==> config.mk <==
export PLATFORM = sky130hd
export DESIGN_NAME = uart_tx_serializer
export DESIGN_NICKNAME = d
export VERILOG_FILES = /design/src/rtl/uart_pkg.sv /design/src/rtl/uart_baud_gen.sv /design/src/rtl/uart_tx_serializer.sv
export SDC_FILE = /design/constraint.sdc
export NUM_CORES = 1
export LEC_CHECK = 0
export CORE_MARGIN = 8
export CORE_UTILIZATION = 60
export DETAILED_ROUTE_END_ITERATION = 12
export PLACE_DENSITY = 0.84
export SLEW_MARGIN = 20
export SYNTH_ARGS = -nofsm -noshare
export SYNTH_HDL_FRONTEND = slang
export SYNTH_SLANG_ARGS = --single-unit
==> constraint.sdc <==
create_clock -name clk_i -period 5.4 [get_ports clk_i]
set_input_delay 1.08 -clock clk_i [delete_from_list [all_inputs] [get_ports clk_i]]
set_output_delay 1.08 -clock clk_i [all_outputs]
set_load 0.02 [all_outputs]
==> src/rtl/uart_pkg.sv <==
// Shared UART definitions: line levels, stop-bit count and the transmit FSM encoding.
// Optional feature macro: UART_TX_PARITY_EN (adds the PARITY state).
package uart_pkg;

    localparam logic UART_IDLE_LEVEL  = 1'b1;
    localparam logic UART_START_LEVEL = 1'b0;
    localparam int   UART_STOP_BITS   = 1;

    // Plain vector encoding so existing code that compares raw state values keeps working.
    typedef logic [2:0] uart_tx_state_t;

    localparam uart_tx_state_t ST_IDLE   = 3'd0;
    localparam uart_tx_state_t ST_START  = 3'd1;
    localparam uart_tx_state_t ST_DATA   = 3'd2;
    localparam uart_tx_state_t ST_STOP   = 3'd3;
`ifdef UART_TX_PARITY_EN
    localparam uart_tx_state_t ST_PARITY = 3'd4;
`endif

endpackage

==> src/rtl/uart_baud_gen.sv <==
// Bit-period timer: counts 0..div, flags the last cycle of each bit period and
// also provides a one-cycle look-ahead of that flag for registered outputs.
module uart_baud_gen #(
    parameter int DIV_WIDTH = 16
) (
    input  logic                 clk_i,
    input  logic                 arstn_i,
    input  logic                 clear,
    input  logic [DIV_WIDTH-1:0] div,
    output logic                 bit_tick,
    output logic                 tick_ahead
);

    logic [DIV_WIDTH-1:0] cnt_q;
    logic [DIV_WIDTH-1:0] cnt_nxt;

    // Next count: wrap at the divisor, restart from zero on clear.
    always_comb begin
        // NOTE: every combinational output gets a default first, so no path leaves it unassigned and no latch is inferred.
        cnt_nxt = cnt_q + 1'b1;
        if (clear || (cnt_q == div)) begin
            cnt_nxt = '0;
        end
    end

    assign bit_tick   = !clear && (cnt_q == div);
    assign tick_ahead = (cnt_nxt == div);

    // Counter register.
    always_ff @(posedge clk_i or negedge arstn_i) begin
        if (!arstn_i) begin
            cnt_q <= '0;
        end else begin
            // NOTE: state registers use non-blocking assignments so every flop samples pre-edge values.
            cnt_q <= cnt_nxt;
        end
    end

endmodule

==> src/rtl/uart_tx_serializer.sv <==
// UART transmit engine: pulls one byte per frame from the TX FIFO head and
// serializes start, data (LSB first), optional parity and stop bits onto tx_o.
// Optional feature macro: UART_TX_PARITY_EN (parity bit and parity_odd_i port).
module uart_tx_serializer
    import uart_pkg::*;
#(
    parameter int DATA_SIZE = 8,
    parameter int DIV_WIDTH = 16
) (
    input  logic                 clk_i,
    input  logic                 arstn_i,
    input  logic                 rst_i,
    input  logic                 en_i,
    input  logic [DIV_WIDTH-1:0] div_i,
    input  logic                 fifo_load_i,
    input  logic [DATA_SIZE-1:0] fifo_data_i,
    output logic                 fifo_pull_o,
`ifdef UART_TX_PARITY_EN
    input  logic                 parity_odd_i,
`endif
    output logic                 tx_o,
    output logic                 busy_o,
    output logic                 done_o
);

    localparam int CNT_W = (DATA_SIZE > 1) ? $clog2(DATA_SIZE) : 1;
    localparam logic [CNT_W-1:0] LAST_DATA = CNT_W'(DATA_SIZE - 1);
    localparam logic [CNT_W-1:0] LAST_STOP = CNT_W'(UART_STOP_BITS - 1);

    uart_tx_state_t       state_q,   state_nxt;
    logic [DATA_SIZE-1:0] shift_q,   shift_nxt;
    logic [CNT_W-1:0]     bit_cnt_q, bit_cnt_nxt;
    logic [DIV_WIDTH-1:0] div_q,     div_nxt;
    logic                 tx_q,      tx_nxt;
    logic                 busy_q,    busy_nxt;
    logic                 done_q,    done_nxt;
    logic                 pull_q,    pull_nxt;
`ifdef UART_TX_PARITY_EN
    logic                 par_q,     par_nxt;
`endif

    logic bit_tick;
    logic tick_ahead;

    // The timer restarts on every pull so the start bit gets a full period.
    uart_baud_gen #(
        .DIV_WIDTH (DIV_WIDTH)
    ) u_baud_gen (
        .clk_i      (clk_i),
        .arstn_i    (arstn_i),
        .clear      (pull_q | rst_i),
        .div        (div_q),
        .bit_tick   (bit_tick),
        .tick_ahead (tick_ahead)
    );

    // Frame sequencing; outputs are computed one cycle ahead so they can be registered.
    always_comb begin
        state_nxt   = state_q;
        shift_nxt   = shift_q;
        bit_cnt_nxt = bit_cnt_q;
        div_nxt     = div_q;
        tx_nxt      = tx_q;
        busy_nxt    = busy_q;
        pull_nxt    = 1'b0;
`ifdef UART_TX_PARITY_EN
        par_nxt     = par_q;
`endif

        case (state_q)
            ST_IDLE: begin
                tx_nxt   = UART_IDLE_LEVEL;
                busy_nxt = 1'b0;
                if (en_i && fifo_load_i) begin
                    pull_nxt    = 1'b1;
                    shift_nxt   = fifo_data_i;
                    div_nxt     = div_i;
                    bit_cnt_nxt = '0;
`ifdef UART_TX_PARITY_EN
                    par_nxt     = 1'b0;
`endif
                    state_nxt   = ST_START;
                end
            end
            ST_START: begin
                // The pull cycle sits in START with the line still idle; the start bit follows.
                if (pull_q) begin
                    tx_nxt   = UART_START_LEVEL;
                    busy_nxt = 1'b1;
                end else if (bit_tick) begin
                    tx_nxt    = shift_q[0];
                    state_nxt = ST_DATA;
                end
            end
            ST_DATA: begin
                if (bit_tick) begin
`ifdef UART_TX_PARITY_EN
                    par_nxt = par_q ^ shift_q[0];
`endif
                    if (bit_cnt_q == LAST_DATA) begin
                        bit_cnt_nxt = '0;
`ifdef UART_TX_PARITY_EN
                        tx_nxt    = par_q ^ shift_q[0] ^ parity_odd_i;
                        state_nxt = ST_PARITY;
`else
                        tx_nxt    = UART_IDLE_LEVEL;
                        state_nxt = ST_STOP;
`endif
                    end else begin
                        bit_cnt_nxt = bit_cnt_q + 1'b1;
                        shift_nxt   = shift_q >> 1;
                        tx_nxt      = shift_nxt[0];
                    end
                end
            end
`ifdef UART_TX_PARITY_EN
            ST_PARITY: begin
                if (bit_tick) begin
                    tx_nxt    = UART_IDLE_LEVEL;
                    state_nxt = ST_STOP;
                end
            end
`endif
            ST_STOP: begin
                if (bit_tick) begin
                    if (bit_cnt_q == LAST_STOP) begin
                        bit_cnt_nxt = '0;
                        busy_nxt    = 1'b0;
                        tx_nxt      = UART_IDLE_LEVEL;
                        state_nxt   = ST_IDLE;
                    end else begin
                        bit_cnt_nxt = bit_cnt_q + 1'b1;
                    end
                end
            end
            default: begin
                tx_nxt    = UART_IDLE_LEVEL;
                busy_nxt  = 1'b0;
                state_nxt = ST_IDLE;
            end
        endcase

        // done_o must be high during the last stop cycle, so it is predicted here.
        done_nxt = (state_nxt == ST_STOP) && (bit_cnt_nxt == LAST_STOP) && tick_ahead;

        // Soft reset abandons the frame; a byte already pulled is dropped.
        if (rst_i) begin
            state_nxt   = ST_IDLE;
            shift_nxt   = '0;
            bit_cnt_nxt = '0;
            div_nxt     = '0;
            tx_nxt      = UART_IDLE_LEVEL;
            busy_nxt    = 1'b0;
            done_nxt    = 1'b0;
            pull_nxt    = 1'b0;
`ifdef UART_TX_PARITY_EN
            par_nxt     = 1'b0;
`endif
        end
    end

    // State and output registers.
    always_ff @(posedge clk_i or negedge arstn_i) begin
        if (!arstn_i) begin
            state_q   <= ST_IDLE;
            shift_q   <= '0;
            bit_cnt_q <= '0;
            div_q     <= '0;
            tx_q      <= UART_IDLE_LEVEL;
            busy_q    <= 1'b0;
            done_q    <= 1'b0;
            pull_q    <= 1'b0;
`ifdef UART_TX_PARITY_EN
            par_q     <= 1'b0;
`endif
        end else begin
            state_q   <= state_nxt;
            shift_q   <= shift_nxt;
            bit_cnt_q <= bit_cnt_nxt;
            div_q     <= div_nxt;
            tx_q      <= tx_nxt;
            busy_q    <= busy_nxt;
            done_q    <= done_nxt;
            pull_q    <= pull_nxt;
`ifdef UART_TX_PARITY_EN
            par_q     <= par_nxt;
`endif
        end
    end

    assign tx_o        = tx_q;
    assign busy_o      = busy_q;
    assign done_o      = done_q;
    assign fifo_pull_o = pull_q;

endmodule

==> metrics, run 1 <==
Remaining Overflow, GRT=0; largest net degree at the start of global routing=51; initial antenna violation count=0; Syn Area/Cell=8.77 um2; vias=roughly 2500; hold_sp=shift_q[7]; yosys warns=0; leakage=1.35 nW; CTS buffer count=5; reg-to-reg startpoint=u_baud_gen.cnt_q[0]; vias per cell=5.89; Synth area leader=dfrtp_1; Root Buffer=clkbuf_8; top cells by count, synth=nand2_1 (62), dfrtp_1 (49), a21oi_1 (35); Net Sw Power=230 uW; Highest Clock Rate=between 300 and 400 MHz; Slew Limit Fails=0; cts repair resizes=0; Post-DRT Antenna Nets=0; most common flop cell mapped by yosys=dfrtp_1; CP startpoint=rst_i; Tcrit/Tclk final=between 50% and 60%; first-pass GRT wire length=12.0 mm; Area Growth Syn to Fin=15.6%; Synth Register Bits=50; I/O pin cnt=33; Comb power frac=between 10% and 20%; port bufs=32; CTS tree=done; starting density of the core=62.2%; Crit. End Element=flip-flop; total of max-cap violations=0; Tot GR Track Use=20.3%; worst hold path type=reg -> reg; crit path DAT=approximately 3400 ps; core area=roughly 4700 um2; PnR worst setup slack=around 2200 ps; headroom to the max-slew limit=51.5%; die area=7390 um2; DR WL/cell=16.7 um; Pint=approximately 540 uW; final hold violations=0; clk_skew=13.3 ps; Layout Nets=around 400; worst skew pair latency=~310 ps; dpl ws=between 1500 and 2000 ps; clock slew at reported path FFs=100 ps; Initial DRC Count=265; Core Rows=25; Die Y=86.0 um; hpwl dp=5.18 mm; register share of total power=52.8%; required time of the critical path=5620 ps; switch share=29.7%; worst slew pin tran=727 ps; Yosys cell types=50; Post-CTS Hold Fix Bufs=0; Final min period=3200 ps; TritonRoute pass-1 iters=4; run status=completed; sequential area share after synthesis=a little over two fifths; Max Fanout on Critical Path=35; Clock Sinks=50; CP Class=in -> reg; final WL=between 7 and 8 mm; DRC viols=0; ANT cells=0; Placer Congestion=between 0.9 and 1; unrepaired setup endpoints after global routing=no; clk buf depth=2; clock network fraction of total power=28.1%; Fill cells=370; area share of the largest cell type after synthesis=41.7%; Synth Cell Area=2940 um2; most frequent cell after synthesis=nand2_1; syn_nets=approximately 370; synth top area cells=dfrtp_1 (42%), nand2_1 (7.9%), xnor2_1 (7.2%); vias in the first global route=~2500; EDFF count, synth=0; Pwr per Cell Area=227 nW/um2; Synth async-reset ratio=100%; post-synthesis cell count=335; post-route setup TNS=0 ps; Die Wd=86.0 um; # setup viols final=0; peak supply drop=~0.21 mV; CP Launch Type=input port; fraction of layout cells with a size suffix above 1=7.16%; H-tree depth=2; setup bufs post-CTS=0
==> power by group through the flow <==
stage	Sequential (mW)	Combinational, mW	Clock [mW]
after floorplan	0.406	0.0957	0
after global routing	0.409	0.162	0.236
after global placement	0.413	0.140	0
after detailed placement	0.414	0.143	0
after CTS	0.407	0.145	0.222
final	0.407	0.147	0.217
==> placed cells by master (no fill, tap or decap), types with 2 or more instances in the layout <==
master / count
a211oi_1: 2
a21o_1: 2
a21oi_1: 35
and3_1: 2
buf_4: 3
clkbuf_8: 5
clkdlybuf4s50_1: 31
dfrtp_1: 49
ha_1: 4
inv_1: 8
mux2_2: 8
nand2_1: 62
nand2b_1: 3
nand3_1: 7
nand3b_1: 2
nand4_1: 12
nor2_1: 23
nor2b_1: 6
nor3_1: 6
nor3b_1: 2
nor4_1: 3
nor4_2: 2
o211ai_1: 2
o21a_1: 3
o21ai_0: 11
o32ai_1: 4
or3_1: 4
or4_1: 7
xnor2_1: 24
xor2_1: 9
==> path summary, 6_finish.rpt <==
path | cells past startpoint | to | slack [ps]
max | 9 | done_o | 2200
min | 1 | shift_q[7] | 500
max reg2reg | 7 | done_o | 2340
min reg2reg | 1 | shift_q[7] | 500
max in group asynchronous | 1 | div_q[11] | 4220
min in group asynchronous | 1 | done_o | 780
==> per-stage QoR <==
stage               util [%]  hold slack (ps)  power, mW  cell area (um2)  instances
CTS                     71.7              493      0.773             3390        430
detailed placement      69.9              467      0.557             3300        422
global placement        69.9              461      0.553             3300        422
global route            71.9              506      0.808             3400        430
floorplan                  -              450      0.501             2940        335
finish                  71.9              497      0.772             3400        430
==> critical path, stage by stage <==
cell,delay [ps]
clkdlybuf4s50_1,400
buf_4,240
nor2_1,310
o41ai_4,130
buf_4,240
o21a_1,210
a2111oi_0,380
nand4_1,160
nor4_2,280
==> cell families (layout without fill, tap and decap cells) <==
logic type / after synthesis / after routing / share of synthesized area, %
XOR/XNOR: 33 / 33 / 9.83
AO/OA/AOI/OAI: 70 / 70 / 14.9
flip-flops: 50 / 50 / 42.6
multiplexers: 9 / 9 / 3.41
buffers and inverters: 22 / 50 / 3.19
adder cells (fa/ha/maj): 4 / 4 / 1.70
other: 1 / 1 / 0.128
AND/OR/NAND/NOR: 146 / 146 / 24.2
==> registers in the layout, summed over array words and instances, names as in the netlist <==
register	flops
state_q	3
u_baud_gen.cnt_q	16
shift_q	8
fifo_pull_o	1
tx_o	1
div_q	16
done_o	1
bit_cnt_q	3
busy_o	1
==> area by class of cell <==
type	count	area (um2)	share of cell area (%)
Tap cell	67	83.8	2.47
Clock buffer	6	72.6	2.14
Multi-Input combinational cell	263	1610	47.5
Inverter	8	30.0	0.884
Clock inverter	2	13.8	0.405
Timing Repair Buffer	34	333	9.79
Sequential cell	50	1250	36.9
==> layer usage <==
metal  part of all wire [%]  GRT usage [%]  vias to the layer above
met5                      0              0                        -
met4                    1.8           7.80                        0
met3                    5.5           4.30                       13
met2                     49           31.3                       84
met1                     43           27.1                     1202
li1                       -              -                     1235
(Power assumes the default switching activity.)
==> inputs of run 2 (changes only) <==
Settings changed: CORE_UTILIZATION 60 to 51, PLACE_DENSITY 0.84 to 0.76.
Clock period 5.4 ns to 2.83 ns, I/O delays scaled along.
==> run 2 against run 1 <==
Compared with the run above: final cell count increased by 6.5%; highest routed layer unchanged; first-iteration DRC count decreased by 38%; design area increased by 5.8%; via count increased by 6.1%; largest power group unchanged.
==> metrics, run 2 (same netlist as run 1, synthesis figures left out) <==
hpwl dp=5.85 mm; Core Rows=27; most frequent cells in the layout=nand2_1 (62), dfrtp_1 (47), a21oi_1 (35); vias in the first global route=2773; clock slew at reported path FFs=90 ps; CP max-delay cell=or4_4; Tot GR Track Use=19.3%; dpl ws=25.0 ps; crit path DAT=2930 ps; required time of the critical path=between 3000 and 4000 ps; die area=between 8000 and 9000 um2; Final min period=2710 ps; H-tree depth=2; r2r endpoint=done_o; Tcrit/Tclk final=between 90% and 100%; first-pass GRT wire length=about 13 mm; clk buf depth=2; initial antenna violation count=0; final WL=roughly 7.6 mm; delay of the slowest cell on the worst path=between 500 and 600 ps; Pwr per Cell Area=427 nW/um2; headroom to the max-slew limit=53.1%; non-filler instance count after layout=458; CP Launch Type=flip-flop; final hold violations=0; critical-path cell list=xor2_1, or4_4, or4_4, or4_1, a31oi_1, o211ai_1, nor4_2; Critical path buffers and inverters=0; area occupied by multi-input gates=1610 um2; worst setup path endpoint=done_o; Layout Nets=~420; Die Wd=about 90 um; starting density of the core=53.0%; core area=5540 um2; Reg area=1250 um2; Remaining Overflow, GRT=0; placed insts=450; commonest non-fill, non-tap cell in the layout=nand2_1; vias per cell=5.87; total of max-cap violations=0; PnR worst setup slack=118 ps; I/O pin cnt=33; ANT cells=0; Tot Pwr=about 1.5 mW; Placer Congestion=0.878; Max Fanout on Critical Path=4; Top Registers=div_q (16), u_baud_gen.cnt_q (16), shift_q (8); worst skew pair latency=about 300 ps; R2R setup slack=between 100 and 150 ps; run status=completed; worst hold path type=in -> async; CTS buffer count=5; DR WL/cell=between 15 and 20 um; largest net degree at the start of global routing=34; Die Y=91.9 um; Clock Sinks=50; CP startpoint=u_baud_gen.cnt_q[5]; Post-DRT Antenna Nets=0; CP most frequent cell=or4_4; Initial DRC Count=165; Area Growth Syn to Fin=22.3%; clk_skew=between 6 and 7 ps; Fill cells=approximately 500; Reg2Reg Depth=7; DRC viols=0; leakage=1.47 nW; Crit. End Element=flip-flop; fraction of layout cells with a size suffix above 1=a little over an eighth; TritonRoute pass-1 iters=4; worst slew pin tran=703 ps; Root Buffer=clkbuf_8; number of cells on the critical path=7; CTS tree=done; CP Class=reg -> reg; # setup viols final=0; peak supply drop=0.350 mV; delay-heaviest family, CP=simple AND/OR/NAND/NOR gates; reg-to-reg startpoint=u_baud_gen.cnt_q[5]; Highest Clock Rate=approximately 370 MHz; port bufs=32; vias=2689; setup bufs post-CTS=0; Post-CTS Hold Fix Bufs=0; Slew Limit Fails=0
run 2: power breakdown:
group          switching (mW)  internal, mW
combinational           0.178         0.164
clock                   0.224         0.197
sequential             0.0296         0.741
total                   0.432          1.10
run 2: area by class of cell:
class | count | area share [%]
Clock buffer | 7 | 2.40
Inverter | 8 | 0.835
Clock inverter | 1 | 0.139
Tap cell | 72 | 2.51
Sequential cell | 50 | 34.9
Timing Repair Buffer | 57 | 14.3
Multi-Input combinational cell | 263 | 44.9
run 2: worst min path at each step:
stage | startpoint | endpoint
finish | arstn_i | u_baud_gen.cnt_q[9]
detailed placement | arstn_i | u_baud_gen.cnt_q[9]
global route | arstn_i | u_baud_gen.cnt_q[9]
global placement | arstn_i | u_baud_gen.cnt_q[9]
CTS | arstn_i | u_baud_gen.cnt_q[9]
floorplan | arstn_i | bit_cnt_q[0]
run 2: layer usage:
layer  global-route usage (%)  part of all wire (%)  vias up
met2                     31.9                    50       79
met4                     6.04                   1.7        0
met5                        0                     0        -
met3                     4.16                   5.5       13
li1                         -                     -     1277
met1                     24.7                    43     1320
run 2: per-stage QoR:
step	TNS, ps	hold WS, ps	cell area (um2)	util [%]
after floorplan	0	270	2940	-
after global placement	0	356	3490	63.0
after detailed placement	0	355	3490	63.0
after CTS	0	36.4	3580	64.7
after global routing	-10.3	29.6	3600	64.9
final	0	40.9	3600	64.9
run 2: what timing repair did:
item / CTS / global route
pin swaps: 0 / 2
hold endpoints to repair: 0 / 0
resized for setup: 1 / 4
setup endpoints to repair: 1 / 1
gates cloned: 0 / 0
==> RTL change 1, RTL diff (settings of run 2) <==
Make the reset (`arstn_i`) synchronous in 2 clocked blocks.
--- a/src/rtl/uart_baud_gen.sv
+++ b/src/rtl/uart_baud_gen.sv
@@ -27,7 +27,7 @@
     assign tick_ahead = (cnt_nxt == div);
 
     // Counter register.
-    always_ff @(posedge clk_i or negedge arstn_i) begin
+    always_ff @(posedge clk_i) begin
         if (!arstn_i) begin
             cnt_q <= '0;
         end else begin
--- a/src/rtl/uart_tx_serializer.sv
+++ b/src/rtl/uart_tx_serializer.sv
@@ -160,7 +160,7 @@
     end
 
     // State and output registers.
-    always_ff @(posedge clk_i or negedge arstn_i) begin
+    always_ff @(posedge clk_i) begin
         if (!arstn_i) begin
             state_q   <= ST_IDLE;
             shift_q   <= '0;
Behaviour: differs if arstn_i is asserted again (counterexample within 4 cycles, from zero or initial values and one cycle with arstn_i low); with arstn_i held inactive, the same outputs for 10 cycles.
==> RTL change 1 against run 2 <==
- non-clock buffer count down 9
- synthesized area down 0.64%
- wire length down 0.53%
- global-route usage down 0.85 points
- cell area shrank 4.3%
- cell count rose by 2.2%
- worst setup slack improved by 28 ps
- die area shrank 0.53%
- worst hold slack better by 440 ps
- sequential cell count did not move
Power is not compared: it rests on default switching activity, and its combinational part moved more than twofold at a synthesized area within 25%.
==> RTL change 1: results (changes against run 2) <==
Parameter                              Value

Final layout
  Total of fill cells in the finished design ... 488 (-1.4%)
  Share of post-route cells with drive strength above 1 ... 0.0884 (-0.0437)
  Nets@finish ... 428 (+2.4%)

Pwr
  Internal power ... 0.988 mW

Min path
  Hold path cells ... 2
  Classification of the worst-slack hold path ... register to register

Synthesis
  Post-synthesis net count ... 395 (+7.3%)
  Top cells by area, synth ... dfxtp_1 (34%), xnor2_1 (8.4%), nand2_1 (7.1%), nor2_1 (5.3%), a21oi_1 (4.3%)
  Sequential element share of the synthesized area ... 0.343 (-0.0834)
  Parity-gate share of the synthesized area counting xor and xnor cells ... 0.131 (+0.0328)
  Multiplexer area fraction after synthesis ... 0.0146 (-0.0195)
  Async SR Flop Fraction ... 0 (-1.00)
  Predominant post-synthesis flop cell ... dfxtp_1
  Arithmetic-cell share of the synthesized area counting full adders, half adders and majority gates ... 0.0171 (+0.000109)
  Synthesized-area fraction occupied by ao, oa, aoi and oai cells ... 0.174 (+0.0250)
  Post-synth top cells ... nand2_1 (55), dfxtp_1 (50), nor2_1 (41), xnor2_1 (28), a21oi_1 (25)
  Count of unique library cells instantiated by Yosys ... 58 (+16%)
  Yosys warnings ... 0 (unchanged)
  Mapped Cells ... 362 (+8.1%)

Detailed routing
  Sum of routed wire length over all layers ... 7550 um (-0.53%)
  Avg Vias per Cell ... 5.78 (-1.6%)
  Length of the first detailed-routing pass in iterations ... 5 (+1)
  First DRT Iteration DRCs ... 367 (+120%)
  Per-cell routed wire length ... 16.1 um (-2.7%)

Placement
  Total instance count after detailed placement ... 460 (+2.2%)
  Routability-driven placement congestion ratio ... 0.921 (+4.9%)
  HPWL reported at the end of detailed placement ... 5590 um (-4.5%)
  Dpl ws ... 212 ps (+187 ps)
  Area post-placement ... 3350 um^2 (-4.1%)

Clock network
  Buffers inserted by post-CTS timing repair ... 0 (unchanged)
  Resized cells post-CTS ... 0 (-1)
  Depth of the CTS H-tree ... 2 (unchanged)
  Clock Pin Slew Worst Setup and Hold Paths ... 90 ps (about the same)

Timing
  Maximum clock frequency ... 373 MHz (+1.0%)
  Clock Skew ... 4.26 ps (-2.04 ps)
  Transition time of the tightest slew-check pin ... 564 ps (-139 ps)
  Smallest hold slack ... 479 ps (+438 ps)

Setup path
  Launch point of the critical path ... u_baud_gen.cnt_q[12]$_SDFF_PN0_
  Delay of the slowest cell on the worst path ... 550 ps (-20 ps)
  FF-to-FF setup slack ... 150 ps (+30 ps)
  Path depth of the worst reg2reg path ... 8 (+1)
  Maximum fanout encountered on the critical timing path ... 9 (+5)
  Arrival time at the worst endpoint ... 2940 ps (about the same)
  Endpoint of the most critical register-to-register path ... done_o$_SDFF_PP0_
  Worst r2r src ... u_baud_gen.cnt_q[12]$_SDFF_PN0_

Run status
  Run status ... completed

Global route
  GRT Resource Usage Total ... 0.185 (-0.00846)
  Largest net degree at the start of global routing ... 29 (-15%)
  Number of global-route vias before repair ... 2,738 (-1.3%)
  First-pass GRT wire length ... 13,000 um (-2.8%)
-- RTL change 1: cell types whose count changed in the layout (fill, tap and decap cells not counted), moves of 5 or more --
cell,before,now
a21oi_1,35,25
buf_4,24,16
dfrtp_1,47,0
dfxtp_1,0,50
mux2_2,8,1
nand2_1,62,55
nor2_1,24,41
nor2b_1,6,1
or4_1,6,0
-- RTL change 1: layout make-up --
class / instances / area (um^2) / area share
Inverter: 8 / 30.0 / 0.00873
Timing Repair Buffer: 48 / 440 / 0.128
Multi-Input combinational cell: 282 / 1790 / 0.520
Clock inverter: 1 / 5.00 / 0.00145
Sequential cell: 50 / 1000 / 0.291
Tap cell: 72 / 90.1 / 0.0262
Clock buffer: 7 / 86.3 / 0.0251
-- RTL change 1: layer usage --
layer  wire length [um]  GRT usage
met1               3410      0.236
met2               3510      0.303
met3                545     0.0334
met4                 88     0.0682
met5                  0          0
==> RTL change 2, RTL diff (settings of run 2) <==
Without the edit above. Change the parameter `DATA_SIZE` from 8 to 4.
--- a/src/rtl/uart_tx_serializer.sv
+++ b/src/rtl/uart_tx_serializer.sv
@@ -4,7 +4,7 @@
 module uart_tx_serializer
     import uart_pkg::*;
 #(
-    parameter int DATA_SIZE = 8,
+    parameter int DATA_SIZE = 4,
     parameter int DIV_WIDTH = 16
 ) (
     input  logic                 clk_i,
Interface: changed (resized fifo_data_i); port bits go from 33 to 29. The function was not compared with the original's and may differ.
==> RTL change 2 against run 2 <==
- sequential cell count decreased by 5
- worst hold slack improved by 220 ps
- wire length decreased by 7.1%
- total power increased by 1.8%
- cell area decreased by 8.8%
- worst setup slack improved by 91 ps
- sequential share of layout area decreased by 0.51 points
- largest cell class unchanged
- cell count decreased by 10%
- synthesized area decreased by 6.5%
==> RTL change 2: results (changes against run 2) <==
Parameter                              Value

Run status
  Run status ... completed

Synthesis
  Multiplexer area fraction after synthesis ... 0.0109 (-0.0231)
  Sequential element share of the synthesized area ... 0.410 (-0.0160)
  Synthesized-area fraction occupied by ao, oa, aoi and oai cells ... 0.166 (+0.0167)
  Arithmetic-cell share of the synthesized area counting full adders, half adders and majority gates ... 0.0182 (+0.00118)
  Post-synthesis net count ... 336 (-8.7%)
  Async SR Flop Fraction ... 1.00 (unchanged)
  Count of unique library cells instantiated by Yosys ... 59 (+18%)
  Post-synth top cells ... nand2_1 (48), dfrtp_1 (44), xor2_1 (26), nor2_1 (24), a21oi_1 (20)
  Predominant post-synthesis flop cell ... dfrtp_1
  Parity-gate share of the synthesized area counting xor and xnor cells ... 0.110 (+0.0118)
  Top cells by area, synth ... dfrtp_1 (40%), xor2_1 (8.3%), nand2_1 (6.6%), a21oi_1 (3.6%), nor2_1 (3.3%)

Global route
  First-pass GRT wire length ... 11,800 um (-11%)
  Number of global-route vias before repair ... 2,374 (-14%)
  Largest net degree at the start of global routing ... 46 (+35%)
  GRT Resource Usage Total ... 0.191 (-0.00209)

Final layout
  Total of fill cells in the finished design ... 463 (-6.5%)
  Registers with the most flip-flops ... div_q: 16 flops, u_baud_gen.cnt_q: 16 flops, shift_q: 4 flops
  Share of post-route cells with drive strength above 1 ... 0.102 (-0.0298)
  Antenna fix cells ... 0 (unchanged)
  Nets@finish ... 370 (-11%)

Clock network
  Resized cells post-CTS ... 0 (-1)
  Total CTS buffers ... 5 (unchanged)
  Cell chosen for the clock root ... clkbuf_8

Setup path
  Maximum fanout encountered on the critical timing path ... 5 (+1)
  Arrival time at the worst endpoint ... 2820 ps (-110 ps)

Pwr
  Cell leakage power ... 1.46 nW (-0.94%)
  Worst vdd rail ir drop ... 0.306 mV (-13%)

Detailed routing
  Sum of routed wire length over all layers ... 7050 um (-7.1%)
  Post-route DRC violation count ... 0 (unchanged)
  Avg Vias per Cell ... 5.88 (+0.21%)
  First DRT Iteration DRCs ... 184 (+12%)

Timing
  Transition time of the tightest slew-check pin ... 579 ps (-125 ps)
  Clock Skew ... 8.37 ps (+2.06 ps)

Placement
  HPWL reported at the end of detailed placement ... 5240 um (-10%)
  Routability-driven placement congestion ratio ... 0.947 (+7.9%)
  Input/output buffers ... 28 (-13%)
-- RTL change 2: cell types whose count changed in the layout (fill, tap and decap cells not counted), sizes merged, moves of 14 or more --
cell and delta:
a21oi -15, xor2 +17, xnor2 -18, nand2 -14
-- RTL change 2: final timing paths --
path,startpoint,to,slack [ps],cells past startpoint
setup / recovery,div_q[15]$_DFFE_PN0P_,done_o$_DFF_PN0_,210,8
hold / removal,arstn_i,shift_q[2]$_DFFE_PN0P_,260,1
setup reg to reg,div_q[15]$_DFFE_PN0P_,done_o$_DFF_PN0_,210,8
hold reg to reg,shift_q[3]$_DFFE_PN0P_,shift_q[3]$_DFFE_PN0P_,480,2
max in group asynchronous,arstn_i,u_baud_gen.cnt_q[5]$_DFF_PN0_,2170,1
min in group clk_i,shift_q[3]$_DFFE_PN0P_,shift_q[3]$_DFFE_PN0P_,480,2
-- RTL change 2: kinds of logic after synthesis --
group                    Yosys count
AND/OR/NAND/NOR                  129
AO/OA/AOI/OAI                     66
flip-flops                        45
XOR/XNOR                          33
buffers and inverters             26
adder cells (fa/ha/maj)            4
multiplexers                       3
other                              1
-- RTL change 2: through the flow --
| step | hold WS (ps) | instances | setup WS, ps | instance area (um^2) | power (mW) |
|---|---|---|---|---|---|
| 2_1_floorplan | 270 | 307 | 443 | 2750 | 0.868 |
| 3_3_place_gp | 459 | 404 | 111 | 3140 | 0.991 |
| 3_5_place_dp | 468 | 404 | 39.2 | 3140 | 0.995 |
| 4_1_cts | 468 | 412 | 291 | 3280 | 1.57 |
| 5_1_grt | 308 | 412 | 65.2 | 3280 | 1.63 |
| 6_report | 261 | 412 | 209 | 3280 | 1.56 |
-- RTL change 2: per-layer routing --
layer / vias up / share of wire / global-route usage
met3: 9 / 0.062 / 0.0432
met1: 1172 / 0.47 / 0.265
met2: 83 / 0.46 / 0.294
met4: 0 / 0.011 / 0.0438
met5: - / 0 / 0
li1: 1160 / - / -
-- RTL change 2: cell type report --
class / instances / share of cell area
Tap cell: 70 / 0.0267
Sequential cell: 45 / 0.344
Inverter: 8 / 0.00916
Multi-Input combinational cell: 236 / 0.456
Clock inverter: 3 / 0.0198
Clock buffer: 5 / 0.0210
Timing Repair Buffer: 45 / 0.124
-- RTL change 2: report_power, final --
group / internal [mW] / leakage, nW / total, mW / switching [mW]
combinational: 0.132 / 0.774 / 0.291 / 0.159
clock: 0.351 / 0.0681 / 0.575 / 0.224
sequential: 0.663 / 0.615 / 0.697 / 0.0340
-- RTL change 2: critical path, cell delays in order (launching register included) --
cell       delay (ps)
dfrtp_1           440
xor2_1            310
nor4_1            120
and4_1            230
buf_4             160
or3_1             420
a222oi_1          340
nand4b_1          160
a2111oi_2         340
